## config.mk

```make
export PLATFORM = sky130hd
export DESIGN_NAME = cordic_sched
export DESIGN_NICKNAME = d
export VERILOG_FILES = /design/src/rtl/cordic_pkg.sv /design/src/rtl/sched_arbiter.sv /design/src/rtl/cordic_sched.sv
export SDC_FILE = /design/constraint.sdc
export NUM_CORES = 1
export LEC_CHECK = 0
export BUFFER_PORTS_ARGS = -buffer_cell sky130_fd_sc_hd__clkbuf_2
export CAP_MARGIN = 25
export CORE_ASPECT_RATIO = 0.6
export CORE_MARGIN = 4
export CORE_UTILIZATION = 28
export DETAILED_ROUTE_END_ITERATION = 8
export GPL_TIMING_DRIVEN = 0
export SYNTH_ARGS = -nofsm -noshare
export SYNTH_HDL_FRONTEND = slang
export SYNTH_SLANG_ARGS = --single-unit
export TNS_END_PERCENT = 10
```

## constraint.sdc

```tcl
create_clock -name clock -period 2.7 [get_ports clock]
set_input_delay 0.54 -clock clock [delete_from_list [all_inputs] [get_ports clock]]
set_output_delay 0.54 -clock clock [all_outputs]
set_load 0.005 [all_outputs]
```

## src/rtl/cordic_pkg.sv

```systemverilog
// Shared types and constants for the rec2pol CORDIC scheduler.
// Round-robin arbitration is enabled by defining CORDIC_SCHED_RR_EN.
package cordic_pkg;

  localparam int unsigned DATA_W    = 32;
  localparam int unsigned STATE_W   = 3;
  localparam int unsigned NITER_DEF = 32;

  localparam logic [STATE_W-1:0] ST_IDLE = 3'd0;
  localparam logic [STATE_W-1:0] ST_LOAD = 3'd1;
  localparam logic [STATE_W-1:0] ST_RUN  = 3'd2;
  localparam logic [STATE_W-1:0] ST_CAPT = 3'd3;
  localparam logic [STATE_W-1:0] ST_REJ  = 3'd4;

  localparam logic [DATA_W-1:0] Q16_ONE  = 32'h0001_0000;
  localparam logic [DATA_W-1:0] Q24_ONE  = 32'h0100_0000;
  localparam logic [DATA_W-1:0] XMAX_DEF = 32'h7FFF_0000;

  typedef struct packed {
    logic [DATA_W-1:0] x;
    logic [DATA_W-1:0] y;
  } operand_t;

  typedef struct packed {
    logic [DATA_W-1:0] modulus;
    logic [DATA_W-1:0] angle;
  } result_t;

  // The core only converges for a strictly positive x below xmax.
  function automatic logic x_legal(input logic [DATA_W-1:0] x,
                                   input logic [DATA_W-1:0] xmax);
    return ($signed(x) > 0) && ($signed(x) < $signed(xmax));
  endfunction

endpackage

```

## src/rtl/sched_arbiter.sv

```systemverilog
// Request arbiter: one-hot winner and its index; round-robin from ptr under
// CORDIC_SCHED_RR_EN, otherwise fixed priority with the lowest index winning.
module sched_arbiter
  import cordic_pkg::*;
#(
  parameter int unsigned NREQ = 4,
  localparam int unsigned IDX_W = $clog2(NREQ)
) (
  input  logic [NREQ-1:0]  req,
`ifdef CORDIC_SCHED_RR_EN
  input  logic [IDX_W-1:0] ptr,
`endif
  output logic [NREQ-1:0]  grant_c,
  output logic [IDX_W-1:0] idx_c
);

  logic found;
  int   cand;

  always_comb begin
    grant_c = '0;
    idx_c   = '0;
    found   = 1'b0;
    cand    = 0;
    for (int k = 0; k < int'(NREQ); k++) begin
`ifdef CORDIC_SCHED_RR_EN
      cand = (int'(ptr) + k) % int'(NREQ);
`else
      cand = k;
`endif
      if (!found && req[cand]) begin
        found         = 1'b1;
        grant_c[cand] = 1'b1;
        idx_c         = IDX_W'(cand);
      end
    end
  end

endmodule

```

## src/rtl/cordic_sched.sv

```systemverilog
// Shares one rec2pol CORDIC core among NREQ requesters: arbitrate, latch
// operands, sequence start/enable, capture and return the tagged result.
module cordic_sched
  import cordic_pkg::*;
#(
  parameter int unsigned       NREQ  = 4,
  parameter int unsigned       NITER = NITER_DEF,
  parameter logic [DATA_W-1:0] XMAX  = XMAX_DEF
) (
  input  logic                   clock,
  input  logic                   reset,
  input  logic [NREQ-1:0]        req,
  input  logic [DATA_W*NREQ-1:0] x_in,
  input  logic [DATA_W*NREQ-1:0] y_in,
  output logic [NREQ-1:0]        gnt,
  output logic [NREQ-1:0]        rsp_valid,
  output logic                   rsp_err,
  output logic [DATA_W-1:0]      mod_out,
  output logic [DATA_W-1:0]      angle_out,
  output logic                   busy,
  output logic                   core_start,
  output logic                   core_enable,
  output logic [DATA_W-1:0]      core_x,
  output logic [DATA_W-1:0]      core_y,
  input  logic [DATA_W-1:0]      core_mod,
  input  logic [DATA_W-1:0]      core_angle
);

  localparam int unsigned IDX_W = $clog2(NREQ);
  localparam int unsigned CNT_W = $clog2(NITER);

  logic [STATE_W-1:0] state_q, state_d;
  logic [CNT_W-1:0]   cnt_q, cnt_d;
  operand_t           op_q, op_d;
  result_t            res_q, res_d;
  logic [IDX_W-1:0]   id_q, id_d;
  logic [NREQ-1:0]    gnt_q, gnt_d;
  logic [NREQ-1:0]    rsp_valid_q, rsp_valid_d;
  logic               rsp_err_q, rsp_err_d;
  logic               busy_q, busy_d;
  logic               start_q, start_d;
  logic               enable_q, enable_d;

  logic [NREQ-1:0]    win_c;
  logic [IDX_W-1:0]   win_idx_c;
  logic [DATA_W-1:0]  x_arr [NREQ];
  logic [DATA_W-1:0]  y_arr [NREQ];

`ifdef CORDIC_SCHED_RR_EN
  logic [IDX_W-1:0]   ptr_q, ptr_d;
`endif

  for (genvar i = 0; i < int'(NREQ); i++) begin : g_unpack
    assign x_arr[i] = x_in[DATA_W*i +: DATA_W];
    assign y_arr[i] = y_in[DATA_W*i +: DATA_W];
  end

  sched_arbiter #(.NREQ(NREQ)) u_arb (
    .req     (req),
`ifdef CORDIC_SCHED_RR_EN
    .ptr     (ptr_q),
`endif
    .grant_c (win_c),
    .idx_c   (win_idx_c)
  );

  // Next-state and registered-output decode.
  always_comb begin
    state_d     = state_q;
    cnt_d       = cnt_q;
    op_d        = op_q;
    res_d       = res_q;
    id_d        = id_q;
    gnt_d       = '0;
    rsp_valid_d = '0;
    rsp_err_d   = 1'b0;
    start_d     = 1'b0;
    enable_d    = 1'b0;
`ifdef CORDIC_SCHED_RR_EN
    ptr_d       = ptr_q;
`endif
    case (state_q)
      ST_IDLE: begin
        if (|req) begin
          gnt_d   = win_c;
          op_d.x  = x_arr[win_idx_c];
          op_d.y  = y_arr[win_idx_c];
          id_d    = win_idx_c;
          state_d = ST_LOAD;
`ifdef CORDIC_SCHED_RR_EN
          ptr_d   = (win_idx_c == IDX_W'(NREQ - 1)) ? '0 : win_idx_c + IDX_W'(1);
`endif
        end
      end
      ST_LOAD: begin
        if (x_legal(op_q.x, XMAX)) begin
          start_d  = 1'b1;
          enable_d = 1'b1;
          cnt_d    = CNT_W'(NITER - 1);
          state_d  = ST_RUN;
        end else begin
          state_d  = ST_REJ;
        end
      end
      ST_RUN: begin
        if (cnt_q == '0) begin
          state_d  = ST_CAPT;
        end else begin
          cnt_d    = cnt_q - CNT_W'(1);
          enable_d = 1'b1;
        end
      end
      ST_CAPT: begin
        res_d.modulus      = core_mod;
        res_d.angle        = core_angle;
        rsp_valid_d[id_q]  = 1'b1;
        state_d            = ST_IDLE;
      end
      ST_REJ: begin
        rsp_valid_d[id_q]  = 1'b1;
        rsp_err_d          = 1'b1;
        state_d            = ST_IDLE;
      end
      default: state_d = ST_IDLE;
    endcase
    busy_d = (state_d != ST_IDLE);
  end

  // State and output registers; reset aborts any operation in flight.
  always_ff @(posedge clock or negedge reset) begin
    if (!reset) begin
      state_q     <= ST_IDLE;
      cnt_q       <= '0;
      op_q        <= '0;
      res_q       <= '0;
      id_q        <= '0;
      gnt_q       <= '0;
      rsp_valid_q <= '0;
      rsp_err_q   <= 1'b0;
      busy_q      <= 1'b0;
      start_q     <= 1'b0;
      enable_q    <= 1'b0;
`ifdef CORDIC_SCHED_RR_EN
      ptr_q       <= '0;
`endif
    end else begin
      state_q     <= state_d;
      cnt_q       <= cnt_d;
      op_q        <= op_d;
      res_q       <= res_d;
      id_q        <= id_d;
      gnt_q       <= gnt_d;
      rsp_valid_q <= rsp_valid_d;
      rsp_err_q   <= rsp_err_d;
      busy_q      <= busy_d;
      start_q     <= start_d;
      enable_q    <= enable_d;
`ifdef CORDIC_SCHED_RR_EN
      ptr_q       <= ptr_d;
`endif
    end
  end

  assign gnt         = gnt_q;
  assign rsp_valid   = rsp_valid_q;
  assign rsp_err     = rsp_err_q;
  assign mod_out     = res_q.modulus;
  assign angle_out   = res_q.angle;
  assign busy        = busy_q;
  assign core_start  = start_q;
  assign core_enable = enable_q;
  assign core_x      = op_q.x;
  assign core_y      = op_q.y;

endmodule

```

### After elaboration in Yosys (flattened, before gate mapping)

Cells that the tools add are included.

| storage, ports and cells | value |
|---|---|
| input port bits | 326 |
| output and inout port bits | 140 |
| bits in registers | 150 |
| logic and storage cells | 74 |

| operators by class | value |
|---|---|
| reduce and logical (&&, ||, !) cells | 16 |
| bitwise gates (word level) | 1 |
| order comparisons | 5 |
| add/subtract/negate cells | 1 |
| equality and inequality tests | 6 |
| muxes and demuxes | 32 |

Operators by type and width:

| cell | count |
|---|---|
| $bmux W32 S2 | 2 |
| $mux W32 | 4 |
| $gt A32 B1 Y1 const B | 1 |
| $lt A32 B32 Y1 const B | 1 |
| $mux W1 | 12 |
| $mux W4 | 3 |
| $mux W5 | 2 |
| $pmux W5 S2 | 1 |
| $mux W3 | 3 |
| $pmux W3 S3 | 1 |
| $eq A3 B2 Y1 const B | 2 |
| $logic_and A1 B1 Y1 | 5 |
| $logic_not A5 Y1 | 1 |
| $sub A5 B1 Y5 const B | 1 |
| $mux W2 | 2 |
| $ne A2 B2 Y1 const B | 2 |
| $reduce_or A4 Y1 | 1 |
| $eq A3 B1 Y1 const B | 1 |
| $eq A3 B3 Y1 const B | 1 |
| $ge A3 B3 Y1 const B | 1 |
| $logic_not A1 Y1 | 3 |
| $logic_not A3 Y1 | 1 |
| $lt A2 B3 Y1 const B | 1 |
| $not A2 Y3 | 1 |
| other kinds (8) | 8 |

### Logic depth before layout (Yosys ltp)

| logic depth | value |
|---|---|
| depth in word-level cells | 14 |
| gate-level depth with buffers | 7 |
| gate-level depth less buffers | 6 |

### Cells and area by module

From an unflattened synthesis, not the netlist that was laid out.

| second synthesis, totals | value |
|---|---|
| cells, all modules | 452 |
| area total of the unflattened synthesis | 7614.8 um^2 |

Modules (own cells, without submodules):

| module | times used | cells an instance | sequential area each (um^2) | area each (um^2) |
|---|---|---|---|---|
| cordic_sched | 1 | 443 | 3753.6 | 7551.0 |
| sched_arbiter | 1 | 9 | 0.0 | 63.8 |

### Worst setup path before layout

No wires, ideal clock.

| timing | value |
|---|---|
| path type | input port to flip-flop |
| from | input req[2] |
| to | register op_q, in the netlist core_x[0] |
| stages on the path | 6 |
| arrival time | 1.549 ns |
| setup slack | 1.019 ns |
| setup time | 0.133 ns |
| path buffers | 2 |
| cells stage by stage | nand2b_1 > buf_2 > buf_2 > mux2_2 > nand2_1 > a31oi_2 |

| between the ends | value |
|---|---|
| word-level cells in the longest chain between the ends | 9 |
| elaborated cells on any way between the ends | 12 |
| those cells by class | 6 x mux; 1 x bitwise; 5 x reduce/logical |

RTL lines:

| what | RTL line | text |
|---|---|---|
| start: declaration | cordic_sched.sv:12 | `input logic [NREQ-1:0] req,` |
| $logic_and A1 B1 Y1 | sched_arbiter.sv:31 | `if (!found && req[cand]) begin` |
| $mux W1 | sched_arbiter.sv:31 |  |
| $logic_not A1 Y1 | sched_arbiter.sv:31 |  |
| $logic_and A1 B1 Y1 | sched_arbiter.sv:31 |  |
| $mux W2 | sched_arbiter.sv:31 |  |
| $not A2 Y3 (implied by the code) | cordic_sched.sv:86 | `op_d.x = x_arr[win_idx_c];` |
| $bmux W32 S2 | cordic_sched.sv:86 |  |
| $mux W32 (implied by the code) (2 in series) | cordic_sched.sv:86 |  |
| end signal: assignment | cordic_sched.sv:149 | `op_q <= op_d;` |
| end: declaration | cordic_sched.sv:34 | `operand_t op_q, op_d;` |

Parallel ways exist; a longest one is shown, timed or not. The select of a mux whose other input is x is not followed.
A chain may end at the register's enable or synchronous reset.

### Worst setup path after layout

| timing | value |
|---|---|
| from | register op_q, in the netlist core_x[7] |
| to | register cnt_q[1] |

| between the ends | value |
|---|---|
| word-level cells in the longest chain between the ends | 4 |
| elaborated cells on any way between the ends | 5 |
| those cells by class | 2 x order compare; 1 x eq/ne; 2 x reduce/logical |

RTL lines:

| what | RTL line | text |
|---|---|---|
| $gt A32 B1 Y1 or $lt A32 B32 Y1 (tied branches) | cordic_pkg.sv:32 | `return ($signed(x) > 0) && ($signed(x) < $signed(xmax));` |
| $logic_and A1 B1 Y1 * | cordic_pkg.sv:32 |  |
| $ne A2 B2 Y1 (no line) * | - |  |
| $reduce_and A3 Y1 (no line) * | - |  |
| end signal: assignment | cordic_sched.sv:148 | `cnt_q <= cnt_d;` |
| end: declaration | cordic_sched.sv:33 | `logic [CNT_W-1:0] cnt_q, cnt_d;` |

Mark *: on every way between the ends. The rest lies on a longest branch, timed or not.

==> results by group <==
Run status
  – Status: completed

Synth
  – Syn. warnings: 0
  – Syn Std Cell Area: slightly below 0.008 sq mm
  – Largest area contributor in the netlist: dfrtp_1
  – Area contributors post-synth: dfrtp_1, mux2_2, a31oi_2
  – Sequential share of the synthesized area: 0.477
  – Mapped Nets: 999
  – Yosys cell types: 39
  – Post-synth top area share: 0.477
  – Yosys reg bits: 150
  – Syn Area/Cell: 11.7 sq um
  – Mapped Cells: roughly 670

Setup path
  – Worst endpoint data arrival time: 2520 ps
  – Slowest stage delay, CP: about 700 ps
  – Setup CP Type: register to register
  – R2r startpoint: core_x[7]
  – Critical path's top delay family: compound AO/OA/AOI/OAI gates
  – CP max stage cell: o2111ai_1
  – Worst-path fanout max: 8
  – Buffers plus inverters on the worst setup path: 0
  – Flop2flop setup slack: 460 ps
  – Worst EP required: 2980 ps
  – Crit-path cells: nor4_1, nand4_1, o2111ai_1, a22oi_1
  – Reg-to-reg critical path endpoint: cnt_q[1]
  – R2R depth: 4
  – Kind of end point of the critical path: register
  – CP Launch Type: register

Timing
  – RSZ-0062 raised after global routing: no
  – Slew Viols, Final: 0
  – Final Skew: ~7.2 ps
  – Slew HR: 0.510
  – # setup viols final: 0
  – Post-layout minimum cycle time: ~2200 ps
  – Final Cycle Share: 0.831
  – Worst Tran Pin Value: roughly 730 ps
  – Hold Violations, Final: 0
  – Fmax: between 400 and 500 MHz
  – Min Hold Slack: 70.0 ps

Global routing
  – Vias in the first global route: about 7300
  – GRT Util Overall: 0.188
  – Grt ovf: 0
  – Initial antenna violation count: 4
  – First-pass GRT wire length: about 44000 um
  – Pin count of the biggest net entering global routing: between 90 and 100

Power and ir drop
  – Psw: ~4.2 mW
  – Sw Ratio: 0.374
  – Clk pwr share: 0.209
  – PD cells: around 1000 mW/mm^2
  – Logic pwr share: 0.430
  – Leakage: 5.29 nW
  – Reg power frac: 0.361
  – VDD IR max: between 500 and 600 uV
  – Internal: just over 7 mW

Placement
  – PortBufs: about 470
  – Gp weighted congestion: ~0.92
  – Dpl hpwl: ~25000 um

Clocking
  – CTS max path bufs: 2
  – CTS tree: built
  – Clock-pin slew on the worst setup and hold paths: around 70 ps
  – Clock Sinks: 150
  – Root buf cell: clkbuf_16
  – Postcts setup bufs: 0
  – Clock Latency Late Sink: roughly 430 ps
  – Post-cts resize count: 0
  – Num CTS Buffers: 17
  – Hold_buf cts: 0
  – Number of H-tree levels: 4

Cells and area
  – Final Util: 0.410
  – Commonest non-fill, non-tap cell in the layout: clkbuf_2
  – Commonest non-fill, non-tap cells in the layout: clkbuf_2, dfrtp_1, mux2_2
  – Final #Nets: between 1000 and 1500
  – Share of cells above drive strength 1: 0.622
  – Area growth syn-to-layout: 43.8%

Flow run
  – Max cap viols: 0

Hold path
  – Worst min-delay path category: input port to asynchronous set/reset pin

Floorplanning
  – Number of I/O pins: approximately 470
  – Chip Height: roughly 140 um
  – Initial core utilization: 0.285
  – Row count: 47
  – Core ar.: roughly 0.028 sq mm
  – Die width: about 220 um
  – Die area: about 0.031 sq mm

Route
  – Initial DRC count: between 200 and 300
  – Via density: around 4.8
  – WL final: about 30000 um
  – Routed len/inst: 19.8 um
  – Initial DRT Pass Iterations: 4
  – Via count: ~7300
  – Residual DRC count: 0
  – Routed Antenna Nets: 0
==> kinds of logic (layout without fill, tap and decap cells) <==
kind of cell,count (synthesis),count (layout),synth area share
other cells,0,4,0
mux,128,128,0.183
compound gates,140,140,0.178
xor+xnor,4,4,0.00446
fa+ha+maj,2,2,0.00318
simple gates,185,185,0.103
flops,150,150,0.477
buf+inv,62,561,0.0506
==> stage by stage <==
stage	TNS [ps]	setup WS [ps]	total power [mW]	cell area [sq um]	std cells
detailed placement	0	408	9.08	10700	1505
global placement	-239430	-1620	8.99	10600	1503
global route	0	306	12.1	11300	1540
floorplan	0	1020	6.84	7860	671
finish	0	456	11.3	11300	1541
CTS	0	406	11.5	11300	1537
==> final cells by class <==
type | count | area (sq um)
clock inverters | 14 | 158
flip-flops and latches | 150 | 3750
plain buffers | 56 | 375
fillers | 2734 | 16300
clock buffers | 18 | 439
repair buffers | 467 | 2370
inverters | 6 | 22.5
multi-input cells | 459 | 3710
well taps | 367 | 459
diodes | 4 | 10.0
==> state kept, by name, indices dropped and copies added, names as in the netlist <==
register	count
core_start	1
mod_out	32
core_x	32
core_enable	1
cnt_q	5
rsp_err	1
core_y	32
gnt	4
angle_out	32
busy	1
id_q	2
state_q	3
rsp_valid	4
==> worst max-delay path by stage <==
stage               startpoint          to  slack (ps)  cells past startpoint
floorplan               req[2]   core_x[0]        1020                      6
global placement         reset  core_y[19]       -1620                      1
detailed placement      req[0]  core_y[27]         410                      6
CTS                  core_x[7]    cnt_q[1]         410                      4
global route         core_x[7]    cnt_q[1]         310                      4
finish               core_x[7]    cnt_q[1]         460                      4
==> power groups by stage <==
| stage | clock network [mW] | registers, mW | logic (mW) |
|---|---|---|---|
| CTS | 2.47 | 4.08 | 4.98 |
| global placement | 0 | 4.08 | 4.91 |
| finish | 2.37 | 4.08 | 4.88 |
| global route | 2.56 | 4.21 | 5.35 |
| detailed placement | 0 | 4.11 | 4.97 |
| floorplan | 0 | 4.06 | 2.78 |
==> layer usage <==
layer  routed length (um)  GRT usage  vias to the layer above
met3                 2300     0.0628                       27
met4                  586     0.0520                        2
met5                   13          0                        -
li1                     -          -                     3483
met1                12700      0.236                     3542
met2                14900      0.313                      267
==> synth_stat cells <==
cell,number
mux2_2,128
and2_1,3
a21oi_1,1
nand2_1,72
nand4_1,6
o21ai_0,5
nor2_4,1
or3_4,1
o211ai_1,1
a31oi_1,8
o221ai_1,64
buf_6,6
nor4_1,8
buf_4,3
nand2b_1,2
a21oi_4,1
inv_1,6
nor3_1,5
buf_2,24
nor3b_1,4
nand3b_1,1
and3_1,3
clkbuf_1,16
a21o_1,2
or2_2,1
or3b_2,1
nor2_1,71
or4_1,1
ha_1,2
nand3_1,3
buf_8,7
or4b_1,1
o2111ai_1,1
a31oi_2,56
nor2b_1,1
a22oi_1,1
xor2_1,3
xnor2_1,1
dfrtp_1,150
Note: power is estimated with default switching activity, not from simulation.
